<file path="config.mk">
export PLATFORM = sky130hd
export DESIGN_NAME = bcd_display_mux
export DESIGN_NICKNAME = d
export VERILOG_FILES = /design/src/rtl/bcd_display_mux.sv
export SDC_FILE = /design/constraint.sdc
export NUM_CORES = 1
export LEC_CHECK = 0
export CAP_MARGIN = 20
export CELL_PAD_IN_SITES_DETAIL_PLACEMENT = 2
export CELL_PAD_IN_SITES_GLOBAL_PLACEMENT = 2
export CORE_MARGIN = 2
export CORE_UTILIZATION = 35
export CTS_CLUSTER_DIAMETER = 80
export DETAILED_ROUTE_END_ITERATION = 8
export GPL_TIMING_DRIVEN = 0
export PLACE_DENSITY_LB_ADDON = 0.1
export SYNTH_ARGS = -nofsm -noshare
export SYNTH_HDL_FRONTEND = slang
export SYNTH_SLANG_ARGS = --single-unit
</file>
<file path="constraint.sdc">
create_clock -name clk -period 2.05 [get_ports clk]
set_clock_uncertainty 0.05 [all_clocks]
set_input_delay 0.205 -clock clk [delete_from_list [all_inputs] [get_ports clk]]
set_output_delay 0.205 -clock clk [all_outputs]
set_load 0.01 [all_outputs]
</file>
<file path="src/rtl/bcd_display_mux.sv">
// Time-multiplexed 4-digit 7-segment driver with per-frame snapshot and digit blink.
// Optional leading-zero blanking is enabled by defining BCD_DISPLAY_LZB_EN.
module bcd_display_mux #(
   parameter int SCAN_DIV   = 50000,
   parameter int BLINK_DIV  = 12500000,
   parameter bit ACTIVE_LOW = 1'b1
) (
   input  logic        clk,
   input  logic        rst,
   input  logic [15:0] Qdata,
   input  logic [3:0]  blink,
   output logic [3:0]  an,
   output logic [6:0]  seg,
   output logic        frame_start
);

   localparam int SC_W = $clog2(SCAN_DIV);
   localparam int BL_W = $clog2(BLINK_DIV);
   localparam logic [SC_W-1:0] SC_LAST = SC_W'(SCAN_DIV - 1);
   localparam logic [SC_W-1:0] SC_ONE  = SC_W'(1);
   localparam logic [BL_W-1:0] BL_LAST = BL_W'(BLINK_DIV - 1);
   localparam logic [BL_W-1:0] BL_ONE  = BL_W'(1);
   localparam logic [3:0] AN_POL  = {4{ACTIVE_LOW}};
   localparam logic [6:0] SEG_POL = {7{ACTIVE_LOW}};

   logic [SC_W-1:0] sc_r;
   logic [1:0]      idx_r;
   logic [15:0]     shadow_data_r;
   logic [3:0]      shadow_blink_r;
   logic [BL_W-1:0] bl_cnt_r;
   logic            ph_r;
   logic            init_r;
   logic [3:0]      an_r;
   logic [6:0]      seg_r;
   logic            frame_start_r;

   logic            scan_wrap_s;
   logic            snapshot_s;
   logic [3:0]      digit_s;
   logic [3:0]      an_hot_s;
   logic            lzb_blank_s;
   logic [6:0]      pattern_s;

   function automatic logic [6:0] decode_bcd(input logic [3:0] d);
      logic [6:0] p;
      case (d)
         4'd0:    p = 7'h3F;
         4'd1:    p = 7'h06;
         4'd2:    p = 7'h5B;
         4'd3:    p = 7'h4F;
         4'd4:    p = 7'h66;
         4'd5:    p = 7'h6D;
         4'd6:    p = 7'h7D;
         4'd7:    p = 7'h07;
         4'd8:    p = 7'h7F;
         4'd9:    p = 7'h6F;
         default: p = 7'h00;
      endcase
      return p;
   endfunction

   // Digit selection, snapshot strobe and active-high segment pattern
   always_comb begin
      scan_wrap_s = (sc_r == SC_LAST);
      snapshot_s  = init_r || (scan_wrap_s && (idx_r == 2'd3));
      case (idx_r)
         2'd0:    begin digit_s = shadow_data_r[3:0];   an_hot_s = 4'b0001; end
         2'd1:    begin digit_s = shadow_data_r[7:4];   an_hot_s = 4'b0010; end
         2'd2:    begin digit_s = shadow_data_r[11:8];  an_hot_s = 4'b0100; end
         2'd3:    begin digit_s = shadow_data_r[15:12]; an_hot_s = 4'b1000; end
         default: begin digit_s = shadow_data_r[3:0];   an_hot_s = 4'b0001; end
      endcase
`ifdef BCD_DISPLAY_LZB_EN
      case (idx_r)
         2'd1:    lzb_blank_s = (shadow_data_r[15:4] == 12'h000);
         2'd2:    lzb_blank_s = (shadow_data_r[15:8] == 8'h00);
         2'd3:    lzb_blank_s = (shadow_data_r[15:12] == 4'h0);
         default: lzb_blank_s = 1'b0;
      endcase
`else
      lzb_blank_s = 1'b0;
`endif
      if (lzb_blank_s || (shadow_blink_r[idx_r] && !ph_r)) begin
         pattern_s = 7'h00;
      end else begin
         pattern_s = decode_bcd(digit_s);
      end
   end

   // Scan position and once-per-frame snapshot of the display data
   always_ff @(posedge clk or negedge rst) begin
      if (!rst) begin
         sc_r           <= '0;
         idx_r          <= 2'd0;
         shadow_data_r  <= 16'h0000;
         shadow_blink_r <= 4'h0;
         init_r         <= 1'b1;
      end else begin
         init_r <= 1'b0;
         if (scan_wrap_s) begin
            sc_r  <= '0;
            idx_r <= idx_r + 2'd1;
         end else begin
            sc_r  <= sc_r + SC_ONE;
         end
         if (snapshot_s) begin
            shadow_data_r  <= Qdata;
            shadow_blink_r <= blink;
         end else begin
            shadow_data_r  <= shadow_data_r;
            shadow_blink_r <= shadow_blink_r;
         end
      end
   end

   // Free-running blink phase, independent of the scan
   always_ff @(posedge clk or negedge rst) begin
      if (!rst) begin
         bl_cnt_r <= '0;
         ph_r     <= 1'b1;
      end else if (bl_cnt_r == BL_LAST) begin
         bl_cnt_r <= '0;
         ph_r     <= ~ph_r;
      end else begin
         bl_cnt_r <= bl_cnt_r + BL_ONE;
      end
   end

   // Registered display outputs; frame_start marks the first cycle of digit 0
   always_ff @(posedge clk or negedge rst) begin
      if (!rst) begin
         an_r          <= AN_POL;
         seg_r         <= SEG_POL;
         frame_start_r <= 1'b0;
      end else begin
         an_r          <= an_hot_s ^ AN_POL;
         seg_r         <= pattern_s ^ SEG_POL;
         frame_start_r <= (idx_r == 2'd0) && (sc_r == '0);
      end
   end

   assign an          = an_r;
   assign seg         = seg_r;
   assign frame_start = frame_start_r;

endmodule

</file>
==> impl_metrics.ini, run 1 <==
[run_status]
run_status = finished, violations left
violations = setup timing

[die]
coreArea_sq_um = 10320
rows = 37
initial_utilization_pct = 35.96
dieArea_sq_um = 11450
die_h_microns = 107.0
fp.dieW_microns = 107.0
io_pins = 34

[critical_path]
arrival_ns = 2.51
crit_fanout = 5
cp.buffers_inverters = 2
cp-end-kind = flop
critical_path_class = flop to flop
crit_slowest_cell = a222oi_1
crit_required_ns = 2.29
critPathTopFamily = compound AO/OA/AOI/OAI gates
crit_chain = buf_6 > ha_4 > a222oi_1 > a21oi_4 > buf_4 > ha_1 > mux2i_1 > a2bb2oi_1
critPathMaxStageDelay_ns = 0.52
cp-start-kind = flop

[sta]
setup_violations = 27
worst-slew-pin-transition_ns = 0.6078
fin_ws_ns = -0.2179
fmax_mhz = 440.9
hold_violations = 0
fin_crit_sh_pct = 110.6
max_slew_margin_pct = 59.48
rsz0062_at_grt = true
slew_viol_final = 0
period_minus_slack_ns = 2.268

[yosys]
syn-num-nets = 348
synth_edf_count = 0
ys.flop_type = dfrtp_1
syn-instance-count = 314
ys_seq_area_share_pct = 51.67
syn_area_per_cell_sq_um = 11.82
async_flop_share_pct = 100.0
yosysUniqueCellTypes = 48
netlist_area_sq_um = 3712
ys_warn_count = 0
ys_ff_latch = 76

[finish]
fin_area_sq_um = 4768
mostFrequentLayoutCell = dfrtp_1
drive_above_1_share_pct = 26.63
nNetsFinal = 412
diodes = 0
fin_cells = 519
area_growth_pct = 28.45
final_cell_mix = dfrtp_1 (61), clkdlybuf4s50_1 (32), nor2_1 (23), mux2_4 (20), xor2_1 (17)

[drt]
met1_length_microns = 4117
drcViolationCount = 0
dr.pass1.iters = 5
via_count = 2626
drtAntennaViolNets = 0
dr.max_layer_used = met4
wirelength_microns = 9423
viasPerCell = 5.060
met2WireLength_microns = 4913
first_iter_violations = 103
post_drt_wl_per_cell_microns = 18.16
wl_met3_microns = 293

[clocking]
clockBufferDepth = 2
htreeDepth = 3
cts_sinks = 76
cts.clk_slew.worst_paths_ns = 0.09
cts_tree = built
clock_latency_ns = 0.37
cts-root-buf = clkbuf_8
numCtsBuffers = 9

[global_routing]
track_usage_pct = 17.73
grt_pass1_wl_microns = 15340
grt_overflow = 0
antenna_found_initial = 0
grt_max_degree = 42
grt_pass1_vias = 2931

[power]
ir_drop_uv = 431.7
total_leakage_power_nw = 2.088
p_per_area_nw_per_um2 = 682.9

[placed_design]
io_buffers = 33
place_inst = 484
gp_congestion = 0.7514
dp_hpwl_microns = 6145
place_area_sq_um = 4230

[min_path]
min_path_type = primary input to async pin

[flow_run]
maxCapViolCount = 0
==> area by class of cell <==
class	count	area, sq um
buffer	7	71.32
clock buffer	9	123.9
clock inverter	7	91.34
fill	1066	5555
inverter	14	52.55
multi-input combinational	217	1807
sequential	76	1921
tap	136	170.2
timing repair buffer	53	531.8
==> logic make-up after synthesis <==
group / count (synthesis) / share of synthesized area, %
adders and majority gates: 12 / 4.044
muxes: 23 / 9.235
buffers and inverters: 21 / 3.101
xor gates and xnor gates: 30 / 7.078
DFF: 76 / 51.67
and+or+nand+nor: 107 / 16.68
AOI/OAI and AO/OA: 44 / 8.089
other: 1 / 0.1010
==> through the flow <==
step | TNS (ns) | worst slack, ns | utilization (%) | hold WS, ns | power [mW]
6_report | -1.682 | -0.2179 | 46.19 | 0.2838 | 3.256
5_1_grt | -3.700 | -0.3569 | 46.19 | 0.3209 | 3.402
4_1_cts | -1.877 | -0.1440 | 44.66 | 0.2965 | 3.272
3_5_place_dp | -8.389 | -0.5547 | 40.98 | 0.1599 | 1.953
3_3_place_gp | -152.62 | -2.073 | 40.81 | 0.3866 | 1.936
2_1_floorplan | 0 | 0.03969 | - | -0.1406 | 1.792
==> synthesized netlist by cell type, types with 2 or more instances <==
cell	instances	share of area, %
dfrtp_1	63	42
nor2_1	23	2.3
mux2_4	20	8.1
xor2_1	17	4.0
a21oi_1	14	1.9
inv_1	14	1.4
dfstp_2	13	9.2
nand2_1	13	1.3
xnor2_1	13	3.1
ha_1	12	4.0
nand3_1	12	1.6
nand4_1	11	1.9
o21ai_0	9	1.2
nand2b_1	7	1.2
nor4_1	7	1.2
nor2b_1	6	1.0
nor3_1	5	0.67
and2_1	4	0.67
or3_1	4	0.67
a222oi_1	3	0.81
and3_1	3	0.51
and4_1	3	0.71
buf_2	3	0.40
o31ai_1	3	0.61
a211oi_1	2	0.40
a22oi_1	2	0.40
a2bb2oi_1	2	0.47
buf_12	2	1.1
clkbuf_1	2	0.20
mux2i_1	2	0.54
nor4_4	2	1.1
o41a_1	2	0.61
==> what timing repair did <==
item | in CTS | in global routing
setup buffers | 10 | 6
endpoints found under the setup margin | 39 | 47
gates resized for setup | 24 | 13
cloned | 0 | 3
hold endpoints to repair | 35 | 0
hold buffers | 1 | 0
pin swaps | 13 | 5
==> metal layers <==
layer	GRT usage, %	up-vias
li1	-	1242
met4	4.453	0
met5	0	-
met2	29.94	27
met1	21.89	1350
met3	5.897	7
==> report_power, final <==
part	total (mW)	switching [mW]	leakage (nW)	internal, mW
clock	1.28	0.599	0.109	0.681
combinational	0.372	0.160	1.04	0.212
sequential	1.60	0.0316	0.939	1.57
==> state kept, by name (all words and copies together) (netlist names) <==
signal / cells
sc_r: 16
shadow_data_r: 16
ph_r: 1
idx_r: 2
init_r: 1
bl_cnt_r: 24
shadow_blink_r: 4
an: 4
seg: 7
frame_start: 1
==> worst paths after layout <==
path / endpoint / slack (ns) / depth (start not counted) / from
max in group asynchronous: an[3]$_DFF_PN1_ / 1.02 / 3 / rst
min in group clk: shadow_data_r[4]$_DFFE_PN0P_ / 0.40 / 2 / Qdata[4]
setup / recovery: seg[0]$_DFF_PN1_ / -0.22 / 8 / idx_r[0]$_DFFE_PN0N_
hold / removal: bl_cnt_r[4]$_DFF_PN0_ / 0.28 / 2 / rst
hold reg to reg: bl_cnt_r[0]$_DFF_PN0_ / 0.41 / 1 / bl_cnt_r[0]$_DFF_PN0_
setup reg to reg: seg[0]$_DFF_PN1_ / -0.22 / 8 / idx_r[0]$_DFFE_PN0N_
Power figures use the tool's default switching activity.
==> run 2, diff against run 1 <==
Settings changed: ABC_AREA set to 1, CORE_UTILIZATION 35 to 37, CTS_BUF_LIST set to sky130_fd_sc_hd__clkbuf_16.
Clock period 2.05 ns to 2.9 ns, I/O delays scaled along.
==> run 2 against run 1 <==
Non-clock buffer count shrank 18. Sequential power is 29% lower. Sequential share of layout area down 0.81 points. Largest cell class unchanged. Critical path type unchanged. Register-to-register slack better by 0.52 ns. The flow now finishes without violations. Routed wire length rose by 27%. Synthesized area rose by 9.5%.
==> impl_metrics.ini, run 2 <==
[sta]
rsz0062_at_grt = false
period_minus_slack_ns = 2.593
setup_violations = 0
timing.hold.ws_ns = 0.4121
hold_violations = 0
fin_crit_sh_pct = 89.42
slew_viol_final = 0
worst-slew-pin-transition_ns = 0.7024
tns_ns = 0
fmax_mhz = 385.6
max_slew_margin_pct = 53.17

[die]
fp.dieW_microns = 108.8
dieArea_sq_um = 11840
coreArea_sq_um = 10790
die_h_microns = 108.8
initial_utilization_pct = 37.67
rows = 38
io_pins = 34

[drt]
post_drt_wl_per_cell_microns = 16.41
drcViolationCount = 0
viasPerCell = 4.994
wirelength_microns = 11930
drtAntennaViolNets = 0
via_count = 3631
first_iter_violations = 129
dr.pass1.iters = 4

[yosys]
ys.flop_type = dfrtp_1
ys_ff_latch = 76
netlist_area_sq_um = 4065
yosysMostFrequentCell = nand2_1
ys_warn_count = 0
yosysUniqueCellTypes = 29
synthTopCellsByCount = nand2_1 (161), nor2_1 (90), dfrtp_1 (63)
synth_top_cell_area_share_pct = 38.78
async_flop_share_pct = 100.0
ys_seq_area_share_pct = 47.18
synth_edf_count = 0
syn_area_per_cell_sq_um = 7.584
synth_top_area_cell = dfrtp_1
yosys-top-cells-area = dfrtp_1 (39%), nand2_1 (15%), dfstp_2 (8.4%)
syn-num-nets = 570
syn-instance-count = 536

[clocking]
cts-root-buf = clkbuf_16
clockBufferDepth = 2
numCtsBuffers = 9
cts_sinks = 76
clock_latency_ns = 0.34
cts.clk_slew.worst_paths_ns = 0.06
cts_setup_buffers = 0
cts_tree = built
htreeDepth = 3

[global_routing]
grt_overflow = 0
antenna_found_initial = 0
grt_pass1_vias = 4063
grt_max_degree = 41
grt_pass1_wl_microns = 20310
track_usage_pct = 22.15

[critical_path]
crit_fanout = 8
crit_required_ns = 3.11
arrival_ns = 2.80
critical_path_class = flop to flop
cp-start-kind = flop
cp-end-kind = flop

[finish]
top_regs = bl_cnt_r x24, sc_r x16, shadow_data_r x16
area_growth_pct = 19.54
nNetsFinal = 616
regMostFlops = bl_cnt_r
diodes = 0
drive_above_1_share_pct = 8.518
fin_area_sq_um = 4860
final_cell_mix = nand2_1 (161), nor2_1 (90), dfrtp_1 (63), inv_1 (59), nand3_1 (56)
mostFrequentLayoutCell = nand2_1
largest_register_ffs = 24

[placed_design]
dp_hpwl_microns = 8914
gp_congestion = 0.8092
io_buffers = 33
place_area_sq_um = 4588

[power]
seqPwrFrac_pct = 48.2
total_leakage_power_nw = 2.296
p_clk_share_pct = 43.6
power.internal_mw = 1.768
p_sw_mw = 0.5771
p_per_area_nw_per_um2 = 482.6
ir_drop_uv = 280.2
finalPower_mw = 2.345
combPwrFrac_pct = 8.1
p_sw_share_pct = 24.61

[min_path]
min_path_type = primary input to async pin

[flow_run]
maxCapViolCount = 0

[run_status]
run_status = finished clean
==> run 2: cell count changes after synthesis, sizes merged, moves of 6 or more <==
cell	before	now
a21oi	14	3
inv	14	61
mux2	20	0
nand2	13	164
nand2b	7	0
nand3	13	57
nor2	23	96
nor2b	6	0
nor4	9	1
xnor2	13	4
==> run 2: final timing paths <==
| kind | to | start | slack [ns] | depth (start not counted) |
|---|---|---|---|---|
| max | seg[6]$_DFF_PN1_ | idx_r[0]$_DFFE_PN0N_ | 0.31 | 10 |
| min | bl_cnt_r[11]$_DFF_PN0_ | rst | 0.41 | 2 |
| max reg2reg | seg[6]$_DFF_PN1_ | idx_r[0]$_DFFE_PN0N_ | 0.31 | 10 |
| min reg2reg | ph_r$_DFFE_PN1N_ | ph_r$_DFFE_PN1N_ | 0.42 | 2 |
| max in group asynchronous | an[1]$_DFF_PN1_ | rst | 1.72 | 3 |
| min in group clk | ph_r$_DFFE_PN1N_ | ph_r$_DFFE_PN1N_ | 0.42 | 2 |
==> run 2: logic make-up (layout without fill, tap and decap cells) <==
| family | count (synthesis) | count (layout) | share of synthesized area (%) |
|---|---|---|---|
| AND/OR/NAND/NOR | 344 | 344 | 35.86 |
| adder cells (fa/ha/maj) | 12 | 12 | 3.693 |
| other | 1 | 1 | 0.09225 |
| buffers and inverters | 68 | 119 | 6.894 |
| XOR/XNOR | 19 | 19 | 4.094 |
| flip-flops | 76 | 76 | 47.18 |
| AO/OA/AOI/OAI | 16 | 16 | 2.185 |
==> run 2: final cells by class <==
class / count / area [sq um]
Multi-Input combinational cell: 392 / 1867
Tap cell: 140 / 175.2
Timing Repair Buffer: 35 / 357.8
Fill cell: 1248 / 5933
Clock buffer: 9 / 225.2
Clock inverter: 7 / 36.28
Inverter: 61 / 229.0
Sequential cell: 76 / 1918
Buffer: 7 / 51.30
==> run 2: worst max-delay path: stages (launching register included) <==
cell      delay [ns]
dfrtp_1         0.42
inv_1           0.18
ha_1            0.30
inv_2           0.14
or2_2           0.31
o21ai_1         0.34
inv_1           0.15
ha_1            0.23
nand3b_1        0.18
nand3_1         0.13
nand3_1         0.08
==> run 2: power groups by stage <==
stage	registers, mW	logic [mW]	clock network, mW
after floorplan	1.15	0.0773	0
after global placement	1.15	0.182	0
after detailed placement	1.15	0.191	0
after CTS	1.13	0.195	1.05
after global routing	1.14	0.216	1.09
final	1.13	0.191	1.02
==> run 2: through the flow <==
stage,setup WS (ns),cells,utilization [%]
after detailed placement,0.2170,710,42.51
after CTS,0.1439,727,45.03
after global placement,-1.408,709,42.35
after global routing,0.1283,727,45.03
after floorplan,0.9017,536,-
final,0.3069,727,45.03
==> run 2: routing by layer <==
metal / GRT usage (%) / up-vias / routed length [microns] / part of all wire, %
met3: 2.271 / 9 / 164 / 1.4
met1: 28.14 / 1838 / 5564 / 47
met4: 7.418 / 0 / 145 / 1.2
met5: 0 / - / 0 / 0
li1: - / 1758 / - / -
met2: 39.29 / 26 / 6057 / 51
==> run 2: repair_timing <==
| action | CTS | global route |
|---|---|---|
| hold buffers | 1 | 0 |
| resized for setup | 0 | 1 |
| endpoints found under the setup margin | 0 | 4 |
| endpoints found under the hold margin | 34 | 0 |
